[config.mk]
export PLATFORM = sky130hd
export DESIGN_NAME = ikaopll_bus_writer
export DESIGN_NICKNAME = d
export VERILOG_FILES = /design/src/rtl/ikaopll_bus_writer.sv
export SDC_FILE = /design/constraint.sdc
export NUM_CORES = 1
export LEC_CHECK = 0
export CAP_MARGIN = 5
export CORE_MARGIN = 3
export CORE_UTILIZATION = 35
export DETAILED_ROUTE_END_ITERATION = 8
export PLACE_DENSITY = 0.56
export SLEW_MARGIN = 5
export SYNTH_ARGS = -nofsm -noshare
export SYNTH_HDL_FRONTEND = slang
export SYNTH_SLANG_ARGS = --single-unit
export TNS_END_PERCENT = 30
[constraint.sdc]
create_clock -name i_EMUCLK -period 6.77 [get_ports i_EMUCLK]
set_input_delay 1.354 -clock i_EMUCLK [delete_from_list [all_inputs] [get_ports i_EMUCLK]]
set_output_delay 1.354 -clock i_EMUCLK [all_outputs]
set_load 0.03 [all_outputs]
[src/rtl/ikaopll_bus_writer.sv]
// Host-side write sequencer for the OPLL bus pins.
// Queues {register address, data} commands in a small FIFO and replays each one
// as an address write followed by a data write, each with its mandatory busy
// wait. All bus timing advances only on phiM ticks (i_phiM_PCEN_n low).
//
// Handshake: a command is accepted on any clock where i_CMD_VALID and
// o_CMD_READY are both high; o_CMD_READY is simply "FIFO not full" and does
// not depend on i_CMD_VALID.
//
// The bus outputs are registered from the FSM state, so they show a state's
// bus shape one tick after the FSM enters it. A push into an empty idle writer
// therefore pops on the first tick and drives CS_n low on the second.
module ikaopll_bus_writer #(
   parameter int FIFO_AW        = 3,
   parameter int STRB_LEN       = 2,
   parameter int ADDR_WAIT      = 12,
   parameter int DATA_WAIT      = 84,
   parameter int SKIP_SAME_ADDR = 1
) (
   input  logic               i_EMUCLK,
   input  logic               i_RST_n,
   input  logic               i_phiM_PCEN_n,
   input  logic               i_CMD_VALID,
   output logic               o_CMD_READY,
   input  logic [7:0]         i_CMD_ADDR,
   input  logic [7:0]         i_CMD_DATA,
   output logic               o_CS_n,
   output logic               o_WR_n,
   output logic               o_A0,
   output logic [7:0]         o_D,
   output logic               o_BUSY,
   output logic [FIFO_AW:0]   o_LEVEL
);

   localparam int DEPTH  = 1 << FIFO_AW;
   localparam int MAXAD  = (ADDR_WAIT > DATA_WAIT) ? ADDR_WAIT : DATA_WAIT;
   localparam int MAXW   = (MAXAD > STRB_LEN) ? MAXAD : STRB_LEN;
   localparam int CW     = $clog2(MAXW + 1);

   typedef enum logic [3:0] {
      S_IDLE,
      S_A_SET,
      S_A_STRB,
      S_A_HOLD,
      S_A_WAIT,
      S_D_SET,
      S_D_STRB,
      S_D_HOLD,
      S_D_WAIT
   } state_t;

   // ---------------------------------------------------------------- FIFO
   logic [15:0]        mem_q [DEPTH];
   logic [FIFO_AW-1:0] wr_ptr_q;
   logic [FIFO_AW-1:0] rd_ptr_q;
   logic [FIFO_AW:0]   level_q;
   logic               full;
   logic               empty;
   logic               push;
   logic               pop;
   logic [15:0]        head;

   assign full  = (level_q == (FIFO_AW+1)'(DEPTH));
   assign empty = (level_q == '0);
   assign push  = i_CMD_VALID & ~full;
   assign head  = mem_q[rd_ptr_q];

   // Storage array; contents need no reset because level_q gates every read.
   always_ff @(posedge i_EMUCLK) begin
      if (push) mem_q[wr_ptr_q] <= {i_CMD_ADDR, i_CMD_DATA};
   end

   // Pointers and occupancy; pushes happen on any clock, pops only on ticks.
   always_ff @(posedge i_EMUCLK or negedge i_RST_n) begin
      if (!i_RST_n) begin
         wr_ptr_q <= '0;
         rd_ptr_q <= '0;
         level_q  <= '0;
      end else begin
         if (push) wr_ptr_q <= wr_ptr_q + 1'b1;
         if (pop)  rd_ptr_q <= rd_ptr_q + 1'b1;
         case ({push, pop})
            2'b10:   level_q <= level_q + 1'b1;
            2'b01:   level_q <= level_q - 1'b1;
            default: level_q <= level_q;
         endcase
      end
   end

   // ---------------------------------------------------------------- FSM
   state_t          state_q, state_d, nxt;
   logic [CW-1:0]   cnt_q, cnt_d;
   logic            tick;
   logic            advance;
   logic            dispatch;
   logic            skip;
   logic [7:0]      cur_addr_q, cur_data_q;
   logic [7:0]      last_addr_q;
   logic            last_valid_q;

   assign tick = ~i_phiM_PCEN_n;
   assign skip = (SKIP_SAME_ADDR != 0) && last_valid_q && (head[15:8] == last_addr_q);

   // Number of ticks spent in a state; zero means the state is skipped.
   function automatic logic [CW-1:0] dur(input state_t s);
      case (s)
         S_IDLE:             dur = '0;
         S_A_STRB, S_D_STRB: dur = CW'(STRB_LEN);
         S_A_WAIT:           dur = CW'(ADDR_WAIT);
         S_D_WAIT:           dur = CW'(DATA_WAIT);
         default:            dur = CW'(1);
      endcase
   endfunction

   // Next state: count down inside a state, then step along the write sequence;
   // the end of a data write (or IDLE) dispatches the next FIFO command.
   always_comb begin
      state_d  = state_q;
      cnt_d    = cnt_q;
      nxt      = state_q;
      advance  = 1'b0;
      dispatch = 1'b0;
      pop      = 1'b0;
      if (tick) begin
         if (state_q == S_IDLE)      dispatch = 1'b1;
         else if (cnt_q > CW'(1))    cnt_d    = cnt_q - 1'b1;
         else                        advance  = 1'b1;
      end
      if (advance) begin
         case (state_q)
            S_A_SET:  nxt = S_A_STRB;
            S_A_STRB: nxt = S_A_HOLD;
            S_A_HOLD: nxt = (ADDR_WAIT > 0) ? S_A_WAIT : S_D_SET;
            S_A_WAIT: nxt = S_D_SET;
            S_D_SET:  nxt = S_D_STRB;
            S_D_STRB: nxt = S_D_HOLD;
            S_D_HOLD: begin
               if (DATA_WAIT > 0) nxt = S_D_WAIT;
               else               dispatch = 1'b1;
            end
            default:  dispatch = 1'b1;
         endcase
      end
      if (dispatch) begin
         if (empty) begin
            nxt = S_IDLE;
         end else begin
            pop = 1'b1;
            nxt = skip ? S_D_SET : S_A_SET;
         end
      end
      if (advance || dispatch) begin
         state_d = nxt;
         cnt_d   = dur(nxt);
      end
   end

   // State, counter, current command, last address and registered bus pins.
   always_ff @(posedge i_EMUCLK or negedge i_RST_n) begin
      if (!i_RST_n) begin
         state_q      <= S_IDLE;
         cnt_q        <= '0;
         cur_addr_q   <= '0;
         cur_data_q   <= '0;
         last_addr_q  <= '0;
         last_valid_q <= 1'b0;
         o_CS_n       <= 1'b1;
         o_WR_n       <= 1'b1;
         o_A0         <= 1'b0;
         o_D          <= '0;
      end else if (tick) begin
         state_q <= state_d;
         cnt_q   <= cnt_d;
         if (pop) begin
            cur_addr_q <= head[15:8];
            cur_data_q <= head[7:0];
         end
         // A_HOLD always lasts one tick, so every tick spent in it is its exit.
         if (state_q == S_A_HOLD) begin
            last_addr_q  <= cur_addr_q;
            last_valid_q <= 1'b1;
         end
         case (state_q)
            S_A_SET: begin
               o_CS_n <= 1'b0;
               o_WR_n <= 1'b1;
               o_A0   <= 1'b0;
               o_D    <= cur_addr_q;
            end
            S_D_SET: begin
               o_CS_n <= 1'b0;
               o_WR_n <= 1'b1;
               o_A0   <= 1'b1;
               o_D    <= cur_data_q;
            end
            S_A_STRB, S_D_STRB: begin
               o_CS_n <= 1'b0;
               o_WR_n <= 1'b0;
            end
            S_A_HOLD, S_D_HOLD: begin
               o_CS_n <= 1'b0;
               o_WR_n <= 1'b1;
            end
            default: begin
               o_CS_n <= 1'b1;
               o_WR_n <= 1'b1;
            end
         endcase
      end
   end

   assign o_CMD_READY = ~full;
   assign o_LEVEL     = level_q;
   assign o_BUSY      = (state_q != S_IDLE) || !empty;

endmodule

======== Yosys cells after proc, flatten, opt, wreduce, memory -nomap -nowiden ========
Memories as Yosys holds them, arrays and structs flattened.
Cells that the tools add are included.
Widths: inputs -> output; s select.
word-level totals
  flip-flop bits (word level) ............. 57
  memory bits (writable) .................. 128
  bits of input ports ..................... 20
  logic and storage cells ................. 84
  memories kept ........................... 1
memory list
  memory  depth  bits a word  rd ports  clocked after memory_dff  wr ports  line  RTL
  mem_q   8      16           1         0                         1         53    logic [15:0] mem_q [DEPTH];
cells by class
  add/sub/neg operators ................... 5
  $lt $le $gt $ge ......................... 1
  equal/unequal tests ..................... 16
  mux-type cells .......................... 25
  bitwise operators ....................... 3
  reductions and logical operators ........ 20
operator list
  cell                 count
  $pmux 4 s7           1
  $pmux 7 s4           1
  $eq 4x3->1 const B   6
  $mux 7               3
  $pmux 8 s2           1
  $mux 1               13
  $eq 4x2->1 const B   3
  $logic_not 4->1      3
  $eq 4x4->1 const B   2
  $eq 8x8->1           1
  $mux 4               2
  $pmux 4 s2           1
  $reduce_and 2->1     4
  $gt 7x1->1 const B   1
  $reduce_or 7->1      1
  $sub 7x1->7 const B  1
  $add 3x1->3 const B  2
  $mux 3               2
  $reduce_bool 2->1    3
  $reduce_or 6->1      1
  $add 4x1->4 const B  1
  $eq 4x1->1 const B   1
  $reduce_bool 4->1    1
  $reduce_or 2->1      2
  other kinds (11)     13

======== Longest topological paths before layout ========
  depth after elaboration ................. 10
  mapped depth ............................ 13
  mapped depth without buffers ............ 12

======== Least setup slack after synthesis ========
OpenSTA, ideal clock, no wires.
  path kind ............................... input to register
  from .................................... in i_phiM_PCEN_n
  to ...................................... reg level_q[2] (netlist: o_LEVEL[2])
  setup time .............................. 140 ps
  data arrival time ....................... 3,467 ps
  setup slack ............................. 3,164 ps
  cell stages on the path ................. 11
  cells stage by stage .................... nor4_4 -> nand4_1 -> a21oi_2 -> clkbuf_1 -> ha_1 -> xor2_1 -> ha_1 -> a21oi_1 -> xor2_1 -> nor2_1 -> xor2_1
on the way
  longest elaborated chain between the ends .. 6
  elaborated cells on any way between the ends .. 9
  those cells by class .................... eq/ne: 2; mux: 6; reduce/logical: 1
RTL lines
  what                                                    line  RTL
  start: declaration                                      22    input logic i_phiM_PCEN_n,
  $mux 1                                                  124   if (tick) begin
  $mux 1                                                  --
  $mux 1 (*)                                              129   if (advance) begin
  $mux 1 (*)                                              144   if (dispatch) begin
  net pop                                                 60    logic pop;
  $eq 2x1->1 / $eq 2x2->1 (equally long branches)         82    case ({push, pop})
  $pmux 4 s2 / $reduce_bool 2->1 (equally long branches)  --
  end signal: assignment                                  83    2'b10: level_q <= level_q + 1'b1;
  end signal: assignment                                  84    2'b01: level_q <= level_q - 1'b1;
  end signal: assignment                                  85    default: level_q <= level_q;
  end: declaration                                        56    logic [FIFO_AW:0] level_q;
The timed path passes the listed nets; every way through them passes the cells marked *.
A chain may end at the register's enable or synchronous reset.

======== Worst setup path after layout ========
  from .................................... in i_phiM_PCEN_n
  to ...................................... reg level_q[2] (netlist: o_LEVEL[2])
on the way
  longest elaborated chain between the ends .. 6
  elaborated cells on any way between the ends .. 9
  those cells by class .................... eq/ne: 2; mux: 6; reduce/logical: 1
RTL lines
  what                                                    line
  $mux 1                                                  124
  $mux 1                                                  --
  $mux 1 (*)                                              129
  $mux 1 (*)                                              144
  $eq 2x1->1 / $eq 2x2->1 (equally long branches)         82
  $pmux 4 s2 / $reduce_bool 2->1 (equally long branches)  --
Mark *: on every way between the ends. The rest lies on a longest branch, timed or not.

==> summary.md <==
| Metric | Value |
|---|---|
| Area share of fa/ha/maj cells after synthesis | `approximately 1.1%` |
| Final hold violation count | `0` |
| Final period util | `about 63%` |
| Commonest non-fill, non-tap cell in the layout | `edfxtp_1` |
| Largest family of logic cells by synthesized area | `multiplexers` |
| Hpwl dp | `between 8 and 9 mm` |
| Avg WL per Cell | `18.39 um` |
| DIE AREA | `23,740 sq um` |
| Die Y-Extent | `154.1 um` |
| Worst setup SP type | `input port` |
| Synth Warn # | `0` |
| Layout cells sized above 1 | `around 19%` |
| Post-Syn Instances | `468` |
| Global-route wire length before repair | `about 24 mm` |
| Via count | `between 4,000 and 5,000` |
| Synth Area in Compound Gates | `under 10%` |
| Core Rows | `between 50 and 60` |
| # setup viols final | `0` |
| FILL cells | `1,888` |
| 1st-iter DRT viols | `339` |
| Inserted Clock Buffers | `17` |
| Initial core utilization | `between 30% and 40%` |
| Resize count post-CTS | `0` |
| Critical Path AT | `4570 ps` |
| # hold bufs at CTS | `0` |
| # H-tree levels | `4` |
| CP max FO | `36` |
| Fin nets | `540` |
| Setup Buffers After CTS | `0` |
| Placed cells | `approximately 770` |
| Post-synthesis mux area share | `around 15%` |
| Worst R2R Path Depth | `11` |
| Leakage | `between 3 and 4 nW` |
| GRT overflow | `0` |
| Skew-Pair Late Insertion Delay | `about 430 ps` |
| Worst slew pin tran | `968.2 ps` |
| Vias in the first global route | `roughly 4,200` |
| Cell area after synthesis | `roughly 7700 sq um` |
| Slew margin rel. | `35.10%` |
| Maximum vdd ir drop | `about 200 uV` |
| Slack of the critical path | `approximately 2500 ps` |
| Yosys reg bits | `between 150 and 200` |
| WHS Path Cells | `1` |
| Post-Synth Simple-Gate Area | `~6.4%` |
| Worst R2R Setup Slack | `between 4000 and 5000 ps` |
| Unique masters post-synth | `49` |
| Drt pass-1 iters | `5` |
| Launching point of the worst reg2reg path | `cnt_q[3]$_DFFE_PN0P_` |
| Ports | `37` |
| Pin count of the biggest net entering global routing | `between 50 and 60` |
| Min-delay src | `last_valid_q$_DFFE_PN0P_` |
| # DRC | `0` |
| Clock Sinks | `185` |
| Min Tclk post-route | `approximately 4300 ps` |
| Status | `complete, no violations` |
| Routability cong. | `about 0.78` |
| Die X | `around 150 um` |
| Bufs on Longest Clock Path | `2` |
| Worst Hold End | `last_valid_q$_DFFE_PN0P_` |
| Avg Cell Area, Syn | `roughly 16 sq um` |
| Main flop type after synthesis | `edfxtp_1` |
| Total Routing Usage GR | `13.15%` |
| CTS root buf | `clkbuf_16` |
| Fin. max-slew vios | `0` |
| Most frequent cells in the layout | `128 x edfxtp_1, 54 x dfrtp_1, 41 x nor2_1` |
| Post-synth EDFFs | `around 130` |
| Layout area overhead | `16.61%` |
| CP Capture Type | `flop` |
| Final Non-Filler Cells | `801` |
| Syn_nets | `around 500` |
| ANT cells | `0` |
| Initial antenna violation count | `0` |
| TritonCTS clock tree | `done` |
| WL final | `roughly 15 mm` |
| WP data required | `7080 ps` |
| Via density | `between 5 and 6` |
| Seq/Total Area, Yosys | `slightly below 70%` |
| Number of port buffers | `36` |
| Setup Crit Path Kind | `input port to flop` |
| PwrDens | `about 430 nW/um^2` |
| HP Class | `flop to flop` |
| Routed Antenna Nets | `0` |
| Core ar. | `roughly 21,000 sq um` |
| R2R Path End | `o_LEVEL[2]$_DFFE_PN0P_` |
| Xor/xnor share of the synthesized area | `between 2 and 2.5%` |
| Max Fclk | `between 200 and 250 MHz` |
| Maxcap violations | `0` |
| Post-placement setup slack | `about 2100 ps` |
| Clock transition at the registers of the reported paths | `roughly 70 ps` |
| Setup TNS | `0 ps` |
| RSZ-0062 raised after global routing | `no` |
| Clock skew | `9.859 ps` |
| Async SR Flop Fraction | `a little under a third` |
[registers in the layout, summed over array words and instances, names as in the netlist]
| register | flops |
|---|---|
| mem_q | 128 |
| cur_addr_q | 8 |
| cur_data_q | 8 |
| last_addr_q | 8 |
| o_D | 8 |
| cnt_q | 7 |
| o_LEVEL | 4 |
| state_q | 4 |
| rd_ptr_q | 3 |
| wr_ptr_q | 3 |
| last_valid_q | 1 |
| o_A0 | 1 |
| o_CS_n | 1 |
| o_WR_n | 1 |
[Yosys cell counts (2+ instances only)]
library cell / instances / area share [%]
nand2_1: 21 / 1.0
o22ai_1: 2 / 0.16
nand3_1: 4 / 0.26
buf_6: 5 / 0.73
mux2_2: 14 / 2.1
dfstp_2: 2 / 0.68
nand2b_1: 4 / 0.33
nor2b_1: 2 / 0.16
o31ai_1: 3 / 0.29
or4_1: 2 / 0.20
nor2_1: 41 / 2.0
a21oi_1: 30 / 2.0
nor3_1: 5 / 0.33
buf_2: 7 / 0.46
buf_1: 2 / 0.098
o22a_1: 3 / 0.34
o21ai_0: 5 / 0.33
nor4_1: 3 / 0.24
mux2i_1: 31 / 4.0
inv_1: 8 / 0.39
nand4_1: 4 / 0.33
mux4_1: 2 / 0.68
edfxtp_1: 128 / 50
nand3b_1: 2 / 0.20
xnor2_1: 4 / 0.46
mux4_2: 28 / 8.2
nor4_4: 2 / 0.55
dfrtp_1: 55 / 18
ha_1: 7 / 1.1
clkbuf_1: 7 / 0.34
or2_2: 3 / 0.24
xor2_1: 13 / 1.5
a311oi_1: 2 / 0.23
buf_4: 2 / 0.20
[where the power goes]
| group | internal (W) | leakage [nW] | total [W] | switching (W) |
|---|---|---|---|---|
| logic | 0.000536 | 1.05 | 0.00119 | 0.000653 |
| clock network | 0.000563 | 0.293 | 0.00101 | 0.000452 |
| registers | 0.00149 | 1.82 | 0.00167 | 0.000185 |
| total | 0.00259 | 3.16 | 0.00388 | 0.00129 |
[critical path: stages]
cell	delay (ps)
clkdlybuf4s50_1	840
nor4_4	530
nand4_1	180
a21oi_2	160
buf_4	360
ha_1	330
xor2_1	110
ha_1	190
a21oi_1	150
xor2_1	150
nor2_1	70
xor2_1	140
[how the worst max path moves through the flow]
stage | start | end | cells past startpoint | slack, ps
floorplan | i_phiM_PCEN_n | o_LEVEL[2]$_DFFE_PN0P_ | 11 | 3160
CTS | i_phiM_PCEN_n | o_LEVEL[2]$_DFFE_PN0P_ | 12 | 2560
global route | i_phiM_PCEN_n | o_LEVEL[2]$_DFFE_PN0P_ | 12 | 2260
global placement | i_phiM_PCEN_n | o_LEVEL[2]$_DFFE_PN0P_ | 12 | 2230
detailed placement | i_phiM_PCEN_n | o_LEVEL[2]$_DFFE_PN0P_ | 12 | 2090
finish | i_phiM_PCEN_n | o_LEVEL[2]$_DFFE_PN0P_ | 12 | 2510
[cells by family (layout without fill, tap and decap cells)]
kind of cell | count (synthesis) | in the layout
mux | 76 | 76
xor+xnor | 18 | 18
compound gates | 53 | 53
fa+ha+maj | 7 | 7
flops | 185 | 185
simple gates | 98 | 98
buf+inv | 31 | 89
[per-layer routing]
| layer | part of all wire, % | GRT usage (%) | vias up |
|---|---|---|---|
| met3 | 3.8 | 3.209 | 10 |
| met4 | 0.88 | 3.785 | 0 |
| met5 | 0 | 0 | - |
| met1 | 44 | 17.35 | 2055 |
| met2 | 51 | 21.76 | 71 |
| li1 | - | - | 1876 |
[final cells by class]
cell class / instances / area, sq um / area share [%]
clock buffers: 18 / 429.2 / 4.796
clock inverters: 14 / 177.7 / 1.985
inverters: 8 / 30.03 / 0.3356
multi-input cells: 252 / 2241 / 25.04
flip-flops and latches: 185 / 5274 / 58.93
well taps: 275 / 344.1 / 3.845
repair buffers: 49 / 452.9 / 5.062
[per-stage QoR]
step | area [sq um] | power, W | hold WS (ps) | utilization [%]
after detailed placement | 8342 | 0.002911 | 452.8 | 39.19
after global placement | 8342 | 0.002874 | 451.7 | 39.19
after global routing | 8949 | 0.004117 | 485.1 | 42.04
final | 8949 | 0.003877 | 478.0 | 42.04
after CTS | 8949 | 0.003934 | 478.3 | 42.04
after floorplan | 7674 | 0.002543 | 439.2 | -
(Power assumes the default switching activity.)
